<file path="src/rtl/wb_write_queue_if.sv">
// Bundle of producer handshakes, register-file write port and decode lookup ports
// for the write-back queue.
interface wb_write_queue_if #(
  parameter int AW = 5,
  parameter int DW = 32,
  parameter int CW = 3
);
  logic          in0_valid;
  logic          in0_ready;
  logic [AW-1:0] in0_addr;
  logic [DW-1:0] in0_data;
  logic          in1_valid;
  logic          in1_ready;
  logic [AW-1:0] in1_addr;
  logic [DW-1:0] in1_data;
  logic          we;
  logic [AW-1:0] waddr;
  logic [DW-1:0] wdata;
  logic [AW-1:0] chk_addr1;
  logic          chk_hit1;
  logic [DW-1:0] chk_data1;
  logic [AW-1:0] chk_addr2;
  logic          chk_hit2;
  logic [DW-1:0] chk_data2;
  logic [CW-1:0] count;

  modport slave (
    input  in0_valid, in0_addr, in0_data,
    input  in1_valid, in1_addr, in1_data,
    input  chk_addr1, chk_addr2,
    output in0_ready, in1_ready,
    output we, waddr, wdata,
    output chk_hit1, chk_data1, chk_hit2, chk_data2,
    output count
  );

  modport master (
    output in0_valid, in0_addr, in0_data,
    output in1_valid, in1_addr, in1_data,
    output chk_addr1, chk_addr2,
    input  in0_ready, in1_ready,
    input  we, waddr, wdata,
    input  chk_hit1, chk_data1, chk_hit2, chk_data2,
    input  count
  );
endinterface

</file>
<file path="src/rtl/wb_write_queue.sv">
// Write-back queue: merges two result producers into one register-file write per cycle,
// in arrival order, with lookup ports for forwarding pending writes to decode.
module wb_write_queue #(
  parameter int DEPTH = 4,
  parameter int AW    = 5,
  parameter int DW    = 32,
  parameter int CW    = 3
) (
  input  logic            clk,
  input  logic            rst,
  wb_write_queue_if.slave bus
);
  localparam int PW = $clog2(DEPTH);

  logic [PW-1:0] head_q, head_d;
  logic [PW-1:0] tail_q, tail_d;
  logic [CW-1:0] count_q, count_d;
  logic [AW-1:0] addr_q [DEPTH];
  logic [DW-1:0] data_q [DEPTH];

  logic          acc0, acc1;
  logic          en0, en1;
  logic          deq;
  logic [PW-1:0] pos1;

  // Ready looks only at registered occupancy; a same-cycle pop earns no credit.
  always_comb begin
    bus.in0_ready = (count_q != CW'(DEPTH));
    if (bus.in0_valid) bus.in1_ready = (count_q <= CW'(DEPTH - 2));
    else               bus.in1_ready = (count_q != CW'(DEPTH));
  end

  always_comb begin
    acc0    = bus.in0_valid & bus.in0_ready;
    acc1    = bus.in1_valid & bus.in1_ready;
    // Writes to $0 finish the handshake but never occupy a slot.
    en0     = acc0 & (bus.in0_addr != '0);
    en1     = acc1 & (bus.in1_addr != '0);
    deq     = (count_q != '0);
    pos1    = en0 ? tail_q + PW'(1) : tail_q;
    head_d  = deq ? head_q + PW'(1) : head_q;
    tail_d  = tail_q + PW'(en0) + PW'(en1);
    count_d = count_q + CW'(en0) + CW'(en1) - CW'(deq);
  end

  always_ff @(posedge clk or negedge rst) begin
    if (!rst) begin
      head_q  <= '0;
      tail_q  <= '0;
      count_q <= '0;
    end else begin
      head_q  <= head_d;
      tail_q  <= tail_d;
      count_q <= count_d;
    end
  end

  always_ff @(posedge clk) begin
    if (en0) begin
      addr_q[tail_q] <= bus.in0_addr;
      data_q[tail_q] <= bus.in0_data;
    end
    if (en1) begin
      addr_q[pos1] <= bus.in1_addr;
      data_q[pos1] <= bus.in1_data;
    end
  end

  assign bus.we    = (count_q != '0);
  assign bus.waddr = bus.we ? addr_q[head_q] : '0;
  assign bus.wdata = bus.we ? data_q[head_q] : '0;
  assign bus.count = count_q;

  // Walk oldest to youngest so the last match wins.
  always_comb begin
    logic [PW-1:0] idx;
    idx           = '0;
    bus.chk_hit1  = 1'b0;
    bus.chk_data1 = '0;
    bus.chk_hit2  = 1'b0;
    bus.chk_data2 = '0;
    for (int i = 0; i < DEPTH; i++) begin
      idx = head_q + PW'(i);
      if (CW'(i) < count_q) begin
        if ((bus.chk_addr1 != '0) && (addr_q[idx] == bus.chk_addr1)) begin
          bus.chk_hit1  = 1'b1;
          bus.chk_data1 = data_q[idx];
        end
        if ((bus.chk_addr2 != '0) && (addr_q[idx] == bus.chk_addr2)) begin
          bus.chk_hit2  = 1'b1;
          bus.chk_data2 = data_q[idx];
        end
      end
    end
  end
endmodule

</file>
<file path="src/flat_wrapper.sv">
// flat-port wrapper written by rule: the top's interface ports become plain ports
module wb_write_queue_flat 
#(
  parameter int DEPTH = 4,
  parameter int AW    = 5,
  parameter int DW    = 32,
  parameter int CW    = 3
)
  (clk, rst, bus_in0_valid, bus_in0_addr, bus_in0_data, bus_in1_valid, bus_in1_addr, bus_in1_data, bus_chk_addr1, bus_chk_addr2, bus_in0_ready, bus_in1_ready, bus_we, bus_waddr, bus_wdata, bus_chk_hit1, bus_chk_data1, bus_chk_hit2, bus_chk_data2, bus_count);
  wb_write_queue_if #(.AW(AW), .DW(DW), .CW(CW)) bus_i ();
  input  logic clk;
  input  logic rst;
  input wire logic [$bits(bus_i.in0_valid)-1:0] bus_in0_valid;
  input wire logic [$bits(bus_i.in0_addr)-1:0] bus_in0_addr;
  input wire logic [$bits(bus_i.in0_data)-1:0] bus_in0_data;
  input wire logic [$bits(bus_i.in1_valid)-1:0] bus_in1_valid;
  input wire logic [$bits(bus_i.in1_addr)-1:0] bus_in1_addr;
  input wire logic [$bits(bus_i.in1_data)-1:0] bus_in1_data;
  input wire logic [$bits(bus_i.chk_addr1)-1:0] bus_chk_addr1;
  input wire logic [$bits(bus_i.chk_addr2)-1:0] bus_chk_addr2;
  output wire logic [$bits(bus_i.in0_ready)-1:0] bus_in0_ready;
  output wire logic [$bits(bus_i.in1_ready)-1:0] bus_in1_ready;
  output wire logic [$bits(bus_i.we)-1:0] bus_we;
  output wire logic [$bits(bus_i.waddr)-1:0] bus_waddr;
  output wire logic [$bits(bus_i.wdata)-1:0] bus_wdata;
  output wire logic [$bits(bus_i.chk_hit1)-1:0] bus_chk_hit1;
  output wire logic [$bits(bus_i.chk_data1)-1:0] bus_chk_data1;
  output wire logic [$bits(bus_i.chk_hit2)-1:0] bus_chk_hit2;
  output wire logic [$bits(bus_i.chk_data2)-1:0] bus_chk_data2;
  output wire logic [$bits(bus_i.count)-1:0] bus_count;
  assign bus_i.in0_valid = bus_in0_valid;
  assign bus_i.in0_addr = bus_in0_addr;
  assign bus_i.in0_data = bus_in0_data;
  assign bus_i.in1_valid = bus_in1_valid;
  assign bus_i.in1_addr = bus_in1_addr;
  assign bus_i.in1_data = bus_in1_data;
  assign bus_i.chk_addr1 = bus_chk_addr1;
  assign bus_i.chk_addr2 = bus_chk_addr2;
  assign bus_in0_ready = bus_i.in0_ready;
  assign bus_in1_ready = bus_i.in1_ready;
  assign bus_we = bus_i.we;
  assign bus_waddr = bus_i.waddr;
  assign bus_wdata = bus_i.wdata;
  assign bus_chk_hit1 = bus_i.chk_hit1;
  assign bus_chk_data1 = bus_i.chk_data1;
  assign bus_chk_hit2 = bus_i.chk_hit2;
  assign bus_chk_data2 = bus_i.chk_data2;
  assign bus_count = bus_i.count;
  wb_write_queue #(.DEPTH(DEPTH), .AW(AW), .DW(DW), .CW(CW)) u_core (.clk(clk), .rst(rst), .bus(bus_i));
endmodule
</file>
<file path="config.mk">
export PLATFORM = sky130hd
export DESIGN_NAME = wb_write_queue_flat
export DESIGN_NICKNAME = d
export VERILOG_FILES = /design/src/rtl/wb_write_queue_if.sv /design/src/rtl/wb_write_queue.sv /design/src/flat_wrapper.sv
export SDC_FILE = /design/constraint.sdc
export NUM_CORES = 1
export LEC_CHECK = 0
export CAP_MARGIN = 15
export CORE_MARGIN = 2
export CORE_UTILIZATION = 30
export CTS_CLUSTER_SIZE = 28
export DETAILED_ROUTE_END_ITERATION = 10
export SYNTH_ARGS = -nofsm -noshare
export SYNTH_HDL_FRONTEND = slang
export SYNTH_SLANG_ARGS = --single-unit
</file>
<file path="constraint.sdc">
create_clock -name clk -period 6.75 [get_ports clk]
set_input_delay 0.675 -clock clk [delete_from_list [all_inputs] [get_ports clk]]
set_output_delay 0.675 -clock clk [all_outputs]
set_load 0.1 [all_outputs]
</file>
==> run summary, run 1 <==
GLOBAL ROUTING
-----------------------------------------------------------------------------------------
Overall fraction of global-route tracks in use                                     18.96%
Wire length of the first global-routing pass                                     68.45 mm
Pin count of the biggest net entering global routing                                   86
Total overflow reported by the global router                                            0
Number of antenna violations at the first check in global routing                       2
Number of global-route vias before repair                                          11.30k

CLOCK NETWORK
-----------------------------------------------------------------------------------------
Later-pin clock latency in the skew report                                        0.45 ns
# Post-CTS Setup Buffers                                                                0
Clock transition at the registers of the reported paths                           0.08 ns
TritonCTS clock tree                                                                built
Clock sinks                                                                           155
Number of H-tree branching levels                                                       4
Quantity of gates resized following cts                                                 0
Cts-stage hold buffer count                                                             0
Maximum number of buffers from clock root to sink                                       2
Clock root buffer                                                            sky130_fd_sc_hd__clkbuf_16
Total CTS buffers                                                                      17

DETAILED ROUTING
-----------------------------------------------------------------------------------------
Total number of vias                                                               11.44k
Number of optimization iterations in the first detailed-route pass                      5
Antenna-violating nets left                                                             0
Average detailed-routed wire length per instance                                 22.23 um
Routed via count divided by cell count                                              5.588
DR iter-0 viols                                                                       921
Routed Wire Length                                                               45.50 mm
Post-detailed-route DRC marker count                                                    0

CRITICAL PATH
-----------------------------------------------------------------------------------------
Worst Path Arrival                                                                5.25 ns
Maximum cell stage delay along the critical path                                  1.01 ns
Register-to-Register Setup Slack                                                  1.98 ns
Element type at the critical path end                                          output pin
Critical path peak fanout                                                              53
Number of cells on the worst reg-to-reg path                                           10
Reg2Reg Capture Point                                                        u_core.data_q[3][14]$_DFFE_PP_
Library cell contributing the largest single delay on the critical path      sky130_fd_sc_hd__clkdlybuf4s50_1
Worst setup path class                                                       flip-flop to output pin
Required time at the endpoint of the critical path                                6.07 ns
Launching element type of the critical path                                     flip-flop
Reg-to-reg critical path startpoint                                          u_core.bus.count[2]$_DFF_PN0_
List of cells traversed by the critical path                                 buf_4 -> mux4_2 -> nor3_1 -> a21oi_4 -> or3_2 -> a311oi_2 -> o22ai_1 -> clkdlybuf4s50_1

PLACEMENT
-----------------------------------------------------------------------------------------
I/O Buffers                                                                           196
Minimum setup slack after placement                                              1.278 ns
Dpl hpwl                                                                         30.61 mm
Placer Congestion                                                                  0.9208

FLOW RUN
-----------------------------------------------------------------------------------------
Max_cap viols                                                                           0

FLOORPLANNING
-----------------------------------------------------------------------------------------
Starting Density                                                                   30.30%
Die width                                                                        217.6 um
Ports placed on the boundary                                                          197
Area of the core region                                                        45190 um^2
Y dimension of the die                                                           217.6 um
Die ar.                                                                        47360 um^2
Number of placement rows                                                               78

STA
-----------------------------------------------------------------------------------------
Fin Clk Skew                                                                   0.01933 ns
Number of max-slew violations in the final report                                       0
Worst hold-check slack                                                          0.5087 ns
Final worst-path setup slack                                                    0.8256 ns
Portion of the clock cycle consumed by the worst path in the final layout          87.77%
Maximum clock frequency                                                         168.8 MHz
Number of failing hold endpoints at the final stage                                     0
Min cycle time layout                                                            5.924 ns
Setup repair after global routing missed its margin                                    no
Final setup violation count                                                             0
Final sum of negative setup slack                                                    0 ns
Measured slew at the worst slew-check pin                                        1.178 ns
Headroom to the max-slew limit                                                     21.16%

RUN STATUS
-----------------------------------------------------------------------------------------
Run status                                                                   finished clean

FINISH
-----------------------------------------------------------------------------------------
Fillers                                                                              4420
Layout-stage area growth over the synthesis result                                 21.20%
Share of the core filled with cells                                                36.72%
Fraction of final layout cells with drive strength greater than 1                  21.94%
Register Area                                                                   4627 um^2
Layout Nets                                                                          1530
Combined area of the multi-input logic cells                                    8494 um^2

SYNTHESIS
-----------------------------------------------------------------------------------------
Proportion of register bits with asynchronous set or reset after synthesis         4.516%
Most numerous cell in the Yosys netlist                                      sky130_fd_sc_hd__edfxtp_1
Count of mapped cells out of synthesis                                               1324
Synth Net Count                                                                      1422
Cell taking the most area after synthesis                                    sky130_fd_sc_hd__edfxtp_1
Top cells by area, synth                                                     sky130_fd_sc_hd__edfxtp_1 32%, sky130_fd_sc_hd__mux2_2 10%, sky130_fd_sc_hd__mux2i_1 7.2%
Count of flip-flops with a built-in enable after synthesis                            148
Post-synth top area share                                                          32.46%
Primary FF master, synth                                                     sky130_fd_sc_hd__edfxtp_1
Netlist cell types                                                                     55
Average cell area after synthesis                                              10.34 um^2
Post-synthesis cell area                                                       13690 um^2
Register bit count reported by yosys                                                  155
Synth top cells by count                                                     148 x sky130_fd_sc_hd__edfxtp_1, 123 x sky130_fd_sc_hd__mux2_2, 99 x sky130_fd_sc_hd__mux2i_1
Number of synthesis warnings                                                            0
Part of the Yosys area used for sequential elements                                33.74%

MIN PATH
-----------------------------------------------------------------------------------------
Hold crit path type                                                          input port to async pin

-- per-layer routing --
layer  vias up  track usage [%]  share of wire (%)  routed length, um
met3        61            3.417                5.6               2552
met5         -                0                  0                  0
li1       5312                -                  -                  -
met4         0            5.228                2.0                892
met2       388            31.96                 48              21790
met1      5678            24.85                 45              20270
-- layout by cell type, fill, tap and decap left out, drive strengths merged, types with 2 or more instances in the layout --
master,netlist,final
clkinv,0,3
nor2,37,37
diode,0,2
nor3b,31,31
nand4,5,5
edfxtp,148,148
nand2,74,74
nor4,5,5
nor2b,36,36
o221ai,32,32
inv,14,23
o211ai,32,32
mux4,23,23
a211oi,2,2
o21ai,69,69
nand2b,2,2
clkdlybuf4s50,0,166
fa,3,3
nand3,7,7
a311oi,32,32
xnor2,29,29
a21oi,94,94
buf,61,56
clkbuf,72,19
mux2i,99,99
o22ai,31,31
or2,2,2
nor3,70,70
xor2,11,11
or3,3,3
nor4b,32,32
dfrtp,7,7
mux2,180,180
ha,7,7
and2,64,64
-- area by class of cell --
cell class / count / share of cell area, %
diodes: 2 / 0.03016
clock buffers: 19 / 2.797
clock inverters: 13 / 0.6937
inverters: 14 / 0.3318
multi-input cells: 1022 / 51.19
flip-flops and latches: 155 / 27.88
well taps: 600 / 4.524
repair buffers: 222 / 12.55
-- flip-flops by register name (all words and copies together) (netlist names) --
register          cells
u_core.data_q       128
u_core.bus.count      3
u_core.head_q         2
u_core.tail_q         2
u_core.addr_q        20
-- worst max path at each step --
stage	from	endpoint	slack [ns]	cells after the start
after detailed placement	u_core.head_q[1]$_DFFE_PN0N_	bus_chk_data1[29]	1.28	8
after CTS	u_core.head_q[1]$_DFFE_PN0N_	bus_chk_data1[29]	0.79	8
after floorplan	u_core.bus.count[1]$_DFF_PN0_	bus_chk_data1[10]	1.92	9
after global placement	u_core.head_q[1]$_DFFE_PN0N_	bus_chk_data1[29]	1.34	8
final	u_core.head_q[1]$_DFFE_PN0N_	bus_chk_data1[29]	0.83	8
after global routing	u_core.head_q[1]$_DFFE_PN0N_	bus_chk_data1[29]	0.59	8
-- cells by family (layout without fill, tap and decap cells) --
group / count (synthesis) / count (layout) / share of synthesized area [%]
other cells: 0 / 2 / 0
mux: 302 / 302 / 25.83
simple gates: 372 / 372 / 15.36
flops: 155 / 155 / 33.74
buf+inv: 147 / 268 / 5.063
fa+ha+maj: 10 / 10 / 1.078
compound gates: 298 / 298 / 16.31
xor+xnor: 40 / 40 / 2.614
-- stage by stage --
step | instances | area, um^2
2_1_floorplan | 1324 | 13690
3_3_place_gp | 2013 | 16010
3_5_place_dp | 2013 | 16010
4_1_cts | 2045 | 16590
5_1_grt | 2045 | 16590
6_report | 2047 | 16590
-- worst max-delay path: cells and delay by family (launching register included) --
kind | cells | cell delay [ns]
mux | 1 | 0.47
compound gates | 3 | 0.61
simple gates | 2 | 1.22
buf+inv | 2 | 1.64
flops | 1 | 0.81
Power of run 1 is not shown: default switching activity piles up to over one toggle a cycle in this logic, so the estimate is an artifact.
==> run 2: changes to the inputs <==
==> constraint.sdc (replaced) <==
create_clock -name clk -period 5.4 [get_ports clk]
set_input_delay 0.54 -clock clk [delete_from_list [all_inputs] [get_ports clk]]
set_output_delay 0.54 -clock clk [all_outputs]
set_load 0.1 [all_outputs]
==> run 2 against run 1 <==
  * Critical path depth did not move
  * Non-clock buffer count increased by 14
  * First-iteration DRC count up 7.5%
  * Register-to-register slack got worse by 0.57 ns
  * Cell count is 0.59% higher
  * Critical endpoint is now bus_chk_data2[1]
==> run summary, run 2 (same netlist as run 1, synthesis figures left out) <==
GLOBAL ROUTING
----------------------------------------------------------------------------------------
Met1 GRT Util                                                                     25.40%   was 24.85%
Total overflow reported by the global router                                           0   unchanged
Pin count of the biggest net entering global routing                                 161   was 86
Number of antenna violations at the first check in global routing                      0   was 2
Met3 track demand over resource in global routing                                 3.668%   was 3.417%
Number of global-route vias before repair                                         11.80k   was 11.30k
Met2 Usage GRT                                                                    34.20%   was 31.96%
Busiest metal layer after global routing                                            met2   unchanged
Wire length of the first global-routing pass                                    72.10 mm   was 68.45 mm
Overall fraction of global-route tracks in use                                    20.22%   was 18.96%

FINISH
----------------------------------------------------------------------------------------
Number of antenna repair diodes                                                        0   was 2
Register Area                                                                  4627 um^2   unchanged
Fillers                                                                             4428   was 4420
Layout-stage area growth over the synthesis result                                22.71%   was 21.20%
Fraction of final layout cells with drive strength greater than 1                 24.95%   was 21.94%
Flip-flop count of the largest register, all copies and words added                  128   unchanged
Layout Nets                                                                         1544   was 1530
Largest register by flop count                                              u_core.data_q   unchanged
Combined area of the multi-input logic cells                                   8494 um^2   unchanged
Most used cells in the layout excluding fill and tap cells                  148 x sky130_fd_sc_hd__edfxtp_1, 130 x sky130_fd_sc_hd__clkdlybuf4s50_1, 123 x sky130_fd_sc_hd__mux2_2   was 166 x sky130_fd_sc_hd__clkdlybuf4s50_1, 148 x sky130_fd_sc_hd__edfxtp_1, 123 x sky130_fd_sc_hd__mux2_2
Most common library cell in the layout ignoring fill and taps               sky130_fd_sc_hd__edfxtp_1   was sky130_fd_sc_hd__clkdlybuf4s50_1

CLOCK NETWORK
----------------------------------------------------------------------------------------
Clock sinks                                                                          155   unchanged
TritonCTS clock tree                                                               built   unchanged
Cts-stage hold buffer count                                                            0   unchanged
Number of H-tree branching levels                                                      4   unchanged
# Post-CTS Setup Buffers                                                               0   unchanged
Clock transition at the registers of the reported paths                          0.08 ns   about the same
Later-pin clock latency in the skew report                                       0.45 ns   about the same
Total CTS buffers                                                                     17   unchanged
Quantity of gates resized following cts                                                0   unchanged
Maximum number of buffers from clock root to sink                                      2   unchanged
Clock root buffer                                                           sky130_fd_sc_hd__clkbuf_16   unchanged

CRITICAL PATH
----------------------------------------------------------------------------------------
Worst Path Arrival                                                               4.19 ns   was 5.25 ns
Required time at the endpoint of the critical path                               4.86 ns   was 6.07 ns
Critical path peak fanout                                                             38   was 53
Number of cells on the worst reg-to-reg path                                          10   unchanged
Element type at the critical path end                                         output pin   unchanged
Launching element type of the critical path                                    flip-flop   unchanged
Worst setup path class                                                      flip-flop to output pin   unchanged

FLOORPLANNING
----------------------------------------------------------------------------------------
Die ar.                                                                       47360 um^2   unchanged
Ports placed on the boundary                                                         197   unchanged
Die width                                                                       217.6 um   unchanged
Y dimension of the die                                                          217.6 um   unchanged
Starting Density                                                                  30.30%   unchanged
Area of the core region                                                       45190 um^2   unchanged
Number of placement rows                                                              78   unchanged

PLACEMENT
----------------------------------------------------------------------------------------
Dpl hpwl                                                                        31.82 mm   was 30.61 mm
Placer Congestion                                                                 0.8798   was 0.9208
Minimum setup slack after placement                                             1.102 ns   was 1.278 ns
I/O Buffers                                                                          196   unchanged

STA
----------------------------------------------------------------------------------------
Min cycle time layout                                                           4.733 ns
Measured slew at the worst slew-check pin                                       1.045 ns   was 1.178 ns
Fin Clk Skew                                                                  0.02523 ns   was 0.01933 ns
Final worst-path setup slack                                                   0.6675 ns   was 0.8256 ns
Setup repair after global routing missed its margin                                   no   unchanged
Maximum clock frequency                                                        211.3 MHz
Final sum of negative setup slack                                                   0 ns   unchanged
Number of max-slew violations in the final report                                      0   unchanged
Portion of the clock cycle consumed by the worst path in the final layout         87.64%
Number of failing hold endpoints at the final stage                                    0   unchanged
Headroom to the max-slew limit                                                    30.11%   was 21.16%
Final setup violation count                                                            0   unchanged

DETAILED ROUTING
----------------------------------------------------------------------------------------
Routed via count divided by cell count                                             5.696   was 5.588
Antenna-violating nets left                                                            0   unchanged
Post-detailed-route DRC marker count                                                   0   unchanged
Average detailed-routed wire length per instance                                23.55 um   was 22.23 um
Routed Wire Length                                                              48.49 mm   was 45.50 mm
DR iter-0 viols                                                                      990   was 921
Total number of vias                                                              11.73k   was 11.44k
Number of optimization iterations in the first detailed-route pass                     5   unchanged

MIN PATH
----------------------------------------------------------------------------------------
Hold crit path type                                                         input port to async pin   unchanged

FLOW RUN
----------------------------------------------------------------------------------------
Max_cap viols                                                                          0   unchanged

RUN STATUS
----------------------------------------------------------------------------------------
Run status                                                                  finished clean   unchanged

[run 2: changes by cell type in the layout (fill, tap and decap cells not counted), moves of 6 or more]
cell / previous run / this run
sky130_fd_sc_hd__inv_6: 9 / 3
sky130_fd_sc_hd__buf_4: 56 / 90
sky130_fd_sc_hd__buf_12: 0 / 16
sky130_fd_sc_hd__clkdlybuf4s50_1: 166 / 130
[run 2: path summary, 6_finish.rpt]
path / startpoint / endpoint / slack, ns
max in group asynchronous: rst / u_core.head_q[0]$_DFFE_PN0N_ / 4.68
max reg2reg: u_core.bus.count[2]$_DFF_PN0_ / u_core.data_q[3][24]$_DFFE_PP_ / 1.41
min reg2reg: u_core.tail_q[1]$_DFF_PN0_ / u_core.tail_q[1]$_DFF_PN0_ / 0.62
min: rst / u_core.tail_q[0]$_DFF_PN0_ / 0.38
min in group clk: u_core.tail_q[1]$_DFF_PN0_ / u_core.tail_q[1]$_DFF_PN0_ / 0.62
max: u_core.head_q[1]$_DFFE_PN0N_ / bus_chk_data2[1] / 0.67
[run 2: metal layers]
layer / routed length [um] / share of wire [%]
met1: 20120 / 41
met5: 0 / 0
met4: 1460 / 3.0
met2: 23540 / 49
met3: 3371 / 7.0
[run 2: critical path: stages (launching register included)]
cell and delay [ns]:
sky130_fd_sc_hd__dfrtp_4 0.62, sky130_fd_sc_hd__mux4_2 0.60, sky130_fd_sc_hd__xor2_1 0.16, sky130_fd_sc_hd__nor4_1 0.31, sky130_fd_sc_hd__and4_4 0.69, sky130_fd_sc_hd__or2_2 0.58, sky130_fd_sc_hd__buf_4 0.28, sky130_fd_sc_hd__o221ai_1 0.20
sky130_fd_sc_hd__buf_4 0.30
[run 2: cell type report]
| type | count | share of cell area, % |
|---|---|---|
| flip-flops and latches | 155 | 27.54 |
| inverters | 14 | 0.3277 |
| clock buffers | 18 | 2.555 |
| repair buffers | 236 | 13.67 |
| well taps | 600 | 4.469 |
| clock inverters | 14 | 0.8714 |
| multi-input cells | 1022 | 50.56 |
[run 2: through the flow]
stage,util (%),cell area (um^2),hold slack (ns),std cells
after floorplan,-,13690,0.2444,1324
after global placement,35.91,16220,0.5951,2027
after detailed placement,35.91,16220,0.6009,2027
after CTS,37.18,16800,0.3878,2059
after global routing,37.18,16800,0.3971,2059
final,37.18,16800,0.3820,2059
Power of run 2 is left out for the same reason.
==> run 3: changes to the inputs <==
--- a/config.mk
+++ b/config.mk
@@ -6,7 +6,7 @@
 export NUM_CORES = 1
 export LEC_CHECK = 0
 export CAP_MARGIN = 15
-export CORE_MARGIN = 2
+export CORE_MARGIN = 4
 export CORE_UTILIZATION = 30
 export CTS_CLUSTER_SIZE = 28
 export DETAILED_ROUTE_END_ITERATION = 10
==> run 3 against run 2 <==
  * Setup slack got worse by 0.41 ns
  * Register-to-register slack barely moved
  * Critical path depth did not move
  * Non-clock buffer count fell by 8
  * Utilization rose by 0.99 points
  * Routed wire length barely moved
  * Maximum frequency fell by 8.1%
  * Clock skew fell by 0.014 ns
  * Worst hold slack got worse by 0.0021 ns
  * Critical path type unchanged
==> run summary, run 3 (same netlist as run 1, synthesis figures left out) <==
CLOCK NETWORK
----------------------------------------------------------------------------------------
Quantity of gates resized following cts                                                0   unchanged
Maximum number of buffers from clock root to sink                                      2   unchanged
Number of H-tree branching levels                                                      4   unchanged
# Post-CTS Setup Buffers                                                               0   unchanged
Clock sinks                                                                          155   unchanged
Cts-stage hold buffer count                                                            0   unchanged
TritonCTS clock tree                                                               built   unchanged
Clock root buffer                                                           sky130_fd_sc_hd__clkbuf_16   unchanged
Clock transition at the registers of the reported paths                          0.07 ns   was 0.08 ns
Total CTS buffers                                                                     17   unchanged
Later-pin clock latency in the skew report                                       0.45 ns   about the same

FINISH
----------------------------------------------------------------------------------------
Most common library cell in the layout ignoring fill and taps               sky130_fd_sc_hd__edfxtp_1   unchanged
Most used cells in the layout excluding fill and tap cells                  148 x sky130_fd_sc_hd__edfxtp_1, 130 x sky130_fd_sc_hd__clkdlybuf4s50_1, 123 x sky130_fd_sc_hd__mux2_2   unchanged
Largest register by flop count                                              u_core.data_q   unchanged
Fillers                                                                             4408   was 4428
Layout Nets                                                                         1536   was 1544
Fraction of final layout cells with drive strength greater than 1                 24.67%   was 24.95%
Layout-stage area growth over the synthesis result                                26.26%   was 22.71%
Flip-flop count of the largest register, all copies and words added                  128   unchanged
Share of the core filled with cells                                               38.17%   was 37.18%

CRITICAL PATH
----------------------------------------------------------------------------------------
Worst setup path class                                                      flip-flop to output pin   unchanged
Critical path peak fanout                                                             45   was 38
Worst Path Arrival                                                               4.61 ns   was 4.19 ns
Launching element type of the critical path                                    flip-flop   unchanged
Element type at the critical path end                                         output pin   unchanged
Reg2Reg Capture Point                                                       u_core.data_q[3][27]$_DFFE_PP_   was u_core.data_q[3][24]$_DFFE_PP_
Register-to-Register Setup Slack                                                 1.41 ns   about the same
Number of cells on the worst reg-to-reg path                                           9   was 10
Required time at the endpoint of the critical path                               4.86 ns   about the same
Reg-to-reg critical path startpoint                                         u_core.bus.count[2]$_DFF_PN0_   unchanged

FLOORPLANNING
----------------------------------------------------------------------------------------
Die width                                                                       221.6 um   was 217.6 um
Die ar.                                                                       49120 um^2   was 47360 um^2
Area of the core region                                                       45280 um^2   was 45190 um^2
Number of placement rows                                                              78   unchanged
Ports placed on the boundary                                                         197   unchanged
Y dimension of the die                                                          221.6 um   was 217.6 um
Starting Density                                                                  30.23%   was 30.30%

STA
----------------------------------------------------------------------------------------
Portion of the clock cycle consumed by the worst path in the final layout         95.32%   was 87.64%
Final setup violation count                                                            0   unchanged
Fin Clk Skew                                                                  0.01167 ns   was 0.02523 ns
Number of failing hold endpoints at the final stage                                    0   unchanged
Final sum of negative setup slack                                                   0 ns   unchanged
Number of max-slew violations in the final report                                      0   unchanged
Headroom to the max-slew limit                                                    19.32%   was 30.11%
Worst hold-check slack                                                         0.3799 ns   was 0.3820 ns
Min cycle time layout                                                           5.147 ns   was 4.733 ns
Setup repair after global routing missed its margin                                   no   unchanged
Maximum clock frequency                                                        194.3 MHz   was 211.3 MHz
Measured slew at the worst slew-check pin                                       1.210 ns   was 1.045 ns
Final worst-path setup slack                                                   0.2526 ns   was 0.6675 ns

MIN PATH
----------------------------------------------------------------------------------------
Hold crit path type                                                         input port to async pin   unchanged

GLOBAL ROUTING
----------------------------------------------------------------------------------------
Wire length of the first global-routing pass                                    72.94 mm   was 72.10 mm
Pin count of the biggest net entering global routing                                 126   was 161
Number of antenna violations at the first check in global routing                      2   was 0
Total overflow reported by the global router                                           0   unchanged
Number of global-route vias before repair                                         11.92k   was 11.80k
Overall fraction of global-route tracks in use                                    19.02%   was 20.22%

DETAILED ROUTING
----------------------------------------------------------------------------------------
Post-detailed-route DRC marker count                                                   0   unchanged
Total number of vias                                                              11.76k   was 11.73k
Routed via count divided by cell count                                             5.731   was 5.696
Antenna-violating nets left                                                            0   unchanged
Average detailed-routed wire length per instance                                23.63 um   was 23.55 um
Number of optimization iterations in the first detailed-route pass                     6   was 5
DR iter-0 viols                                                                     1156   was 990
Routed Wire Length                                                              48.49 mm   about the same

RUN STATUS
----------------------------------------------------------------------------------------
Run status                                                                  finished clean   unchanged

PLACEMENT
----------------------------------------------------------------------------------------
Dpl hpwl                                                                        31.72 mm   was 31.82 mm
Placer Congestion                                                                 0.8985   was 0.8798
I/O Buffers                                                                          196   unchanged
Minimum setup slack after placement                                            0.7680 ns   was 1.102 ns

FLOW RUN
----------------------------------------------------------------------------------------
Max_cap viols                                                                          0   unchanged

run 3: changes by cell type in the layout (fill, tap and decap cells not counted), sizes merged:
cell      delta
clkbuf       +1
clkinv       -6
clkinvlp     +3
bufinv       -1
buf          -8
inv          +3
diode        +1
run 3: worst max path at each step:
stage                             startpoint                            end  slack, ns  cells after the start
2_1_floorplan  u_core.bus.count[2]$_DFF_PN0_  u_core.addr_q[3][0]$_DFFE_PP_       0.63                     11
3_3_place_gp    u_core.head_q[0]$_DFFE_PN0N_              bus_chk_data1[17]       0.78                      8
3_5_place_dp    u_core.head_q[0]$_DFFE_PN0N_              bus_chk_data1[26]       0.77                      8
4_1_cts         u_core.head_q[0]$_DFFE_PN0N_              bus_chk_data1[26]       0.27                      8
5_1_grt         u_core.head_q[0]$_DFFE_PN0N_              bus_chk_data1[29]       0.15                      8
6_report        u_core.head_q[0]$_DFFE_PN0N_              bus_chk_data1[17]       0.25                      8
run 3: cell type report:
class	count	area [um^2]	share of cell area, %
inverter	14	55.05	0.3185
clock buffer	19	442.9	2.562
timing repair buffer	228	2788	16.13
tap	600	750.7	4.343
sequential	155	4627	26.77
antenna	1	2.502	0.01448
multi-input combinational	1022	8487	49.10
clock inverter	13	132.6	0.7673
run 3: critical path, cell delays in order, from the launching register on:
cell and delay, ns:
sky130_fd_sc_hd__dfrtp_4 0.81, sky130_fd_sc_hd__mux4_2 0.64, sky130_fd_sc_hd__xnor2_2 0.16, sky130_fd_sc_hd__nand4_2 0.09
sky130_fd_sc_hd__buf_4 0.48, sky130_fd_sc_hd__or3_2 1.04, sky130_fd_sc_hd__a311oi_2 0.22, sky130_fd_sc_hd__o22ai_1 0.42
sky130_fd_sc_hd__buf_12 0.24
run 3: metal layers:
| layer | vias to the layer above | GRT usage, % | routed length (um) |
|---|---|---|---|
| met5 | - | 0 | 13 |
| met4 | 2 | 6.082 | 1359 |
| met3 | 81 | 4.660 | 3760 |
| met2 | 533 | 31.58 | 23050 |
| met1 | 5820 | 24.49 | 20310 |
| li1 | 5324 | - | - |
run 3: metrics by stage:
stage               std cells  area (um^2)
finish                   2052        17290
global route             2051        17280
global placement         2019        16710
floorplan                1324        13690
detailed placement       2019        16710
CTS                      2051        17280
Power of run 3 is left out for the same reason.
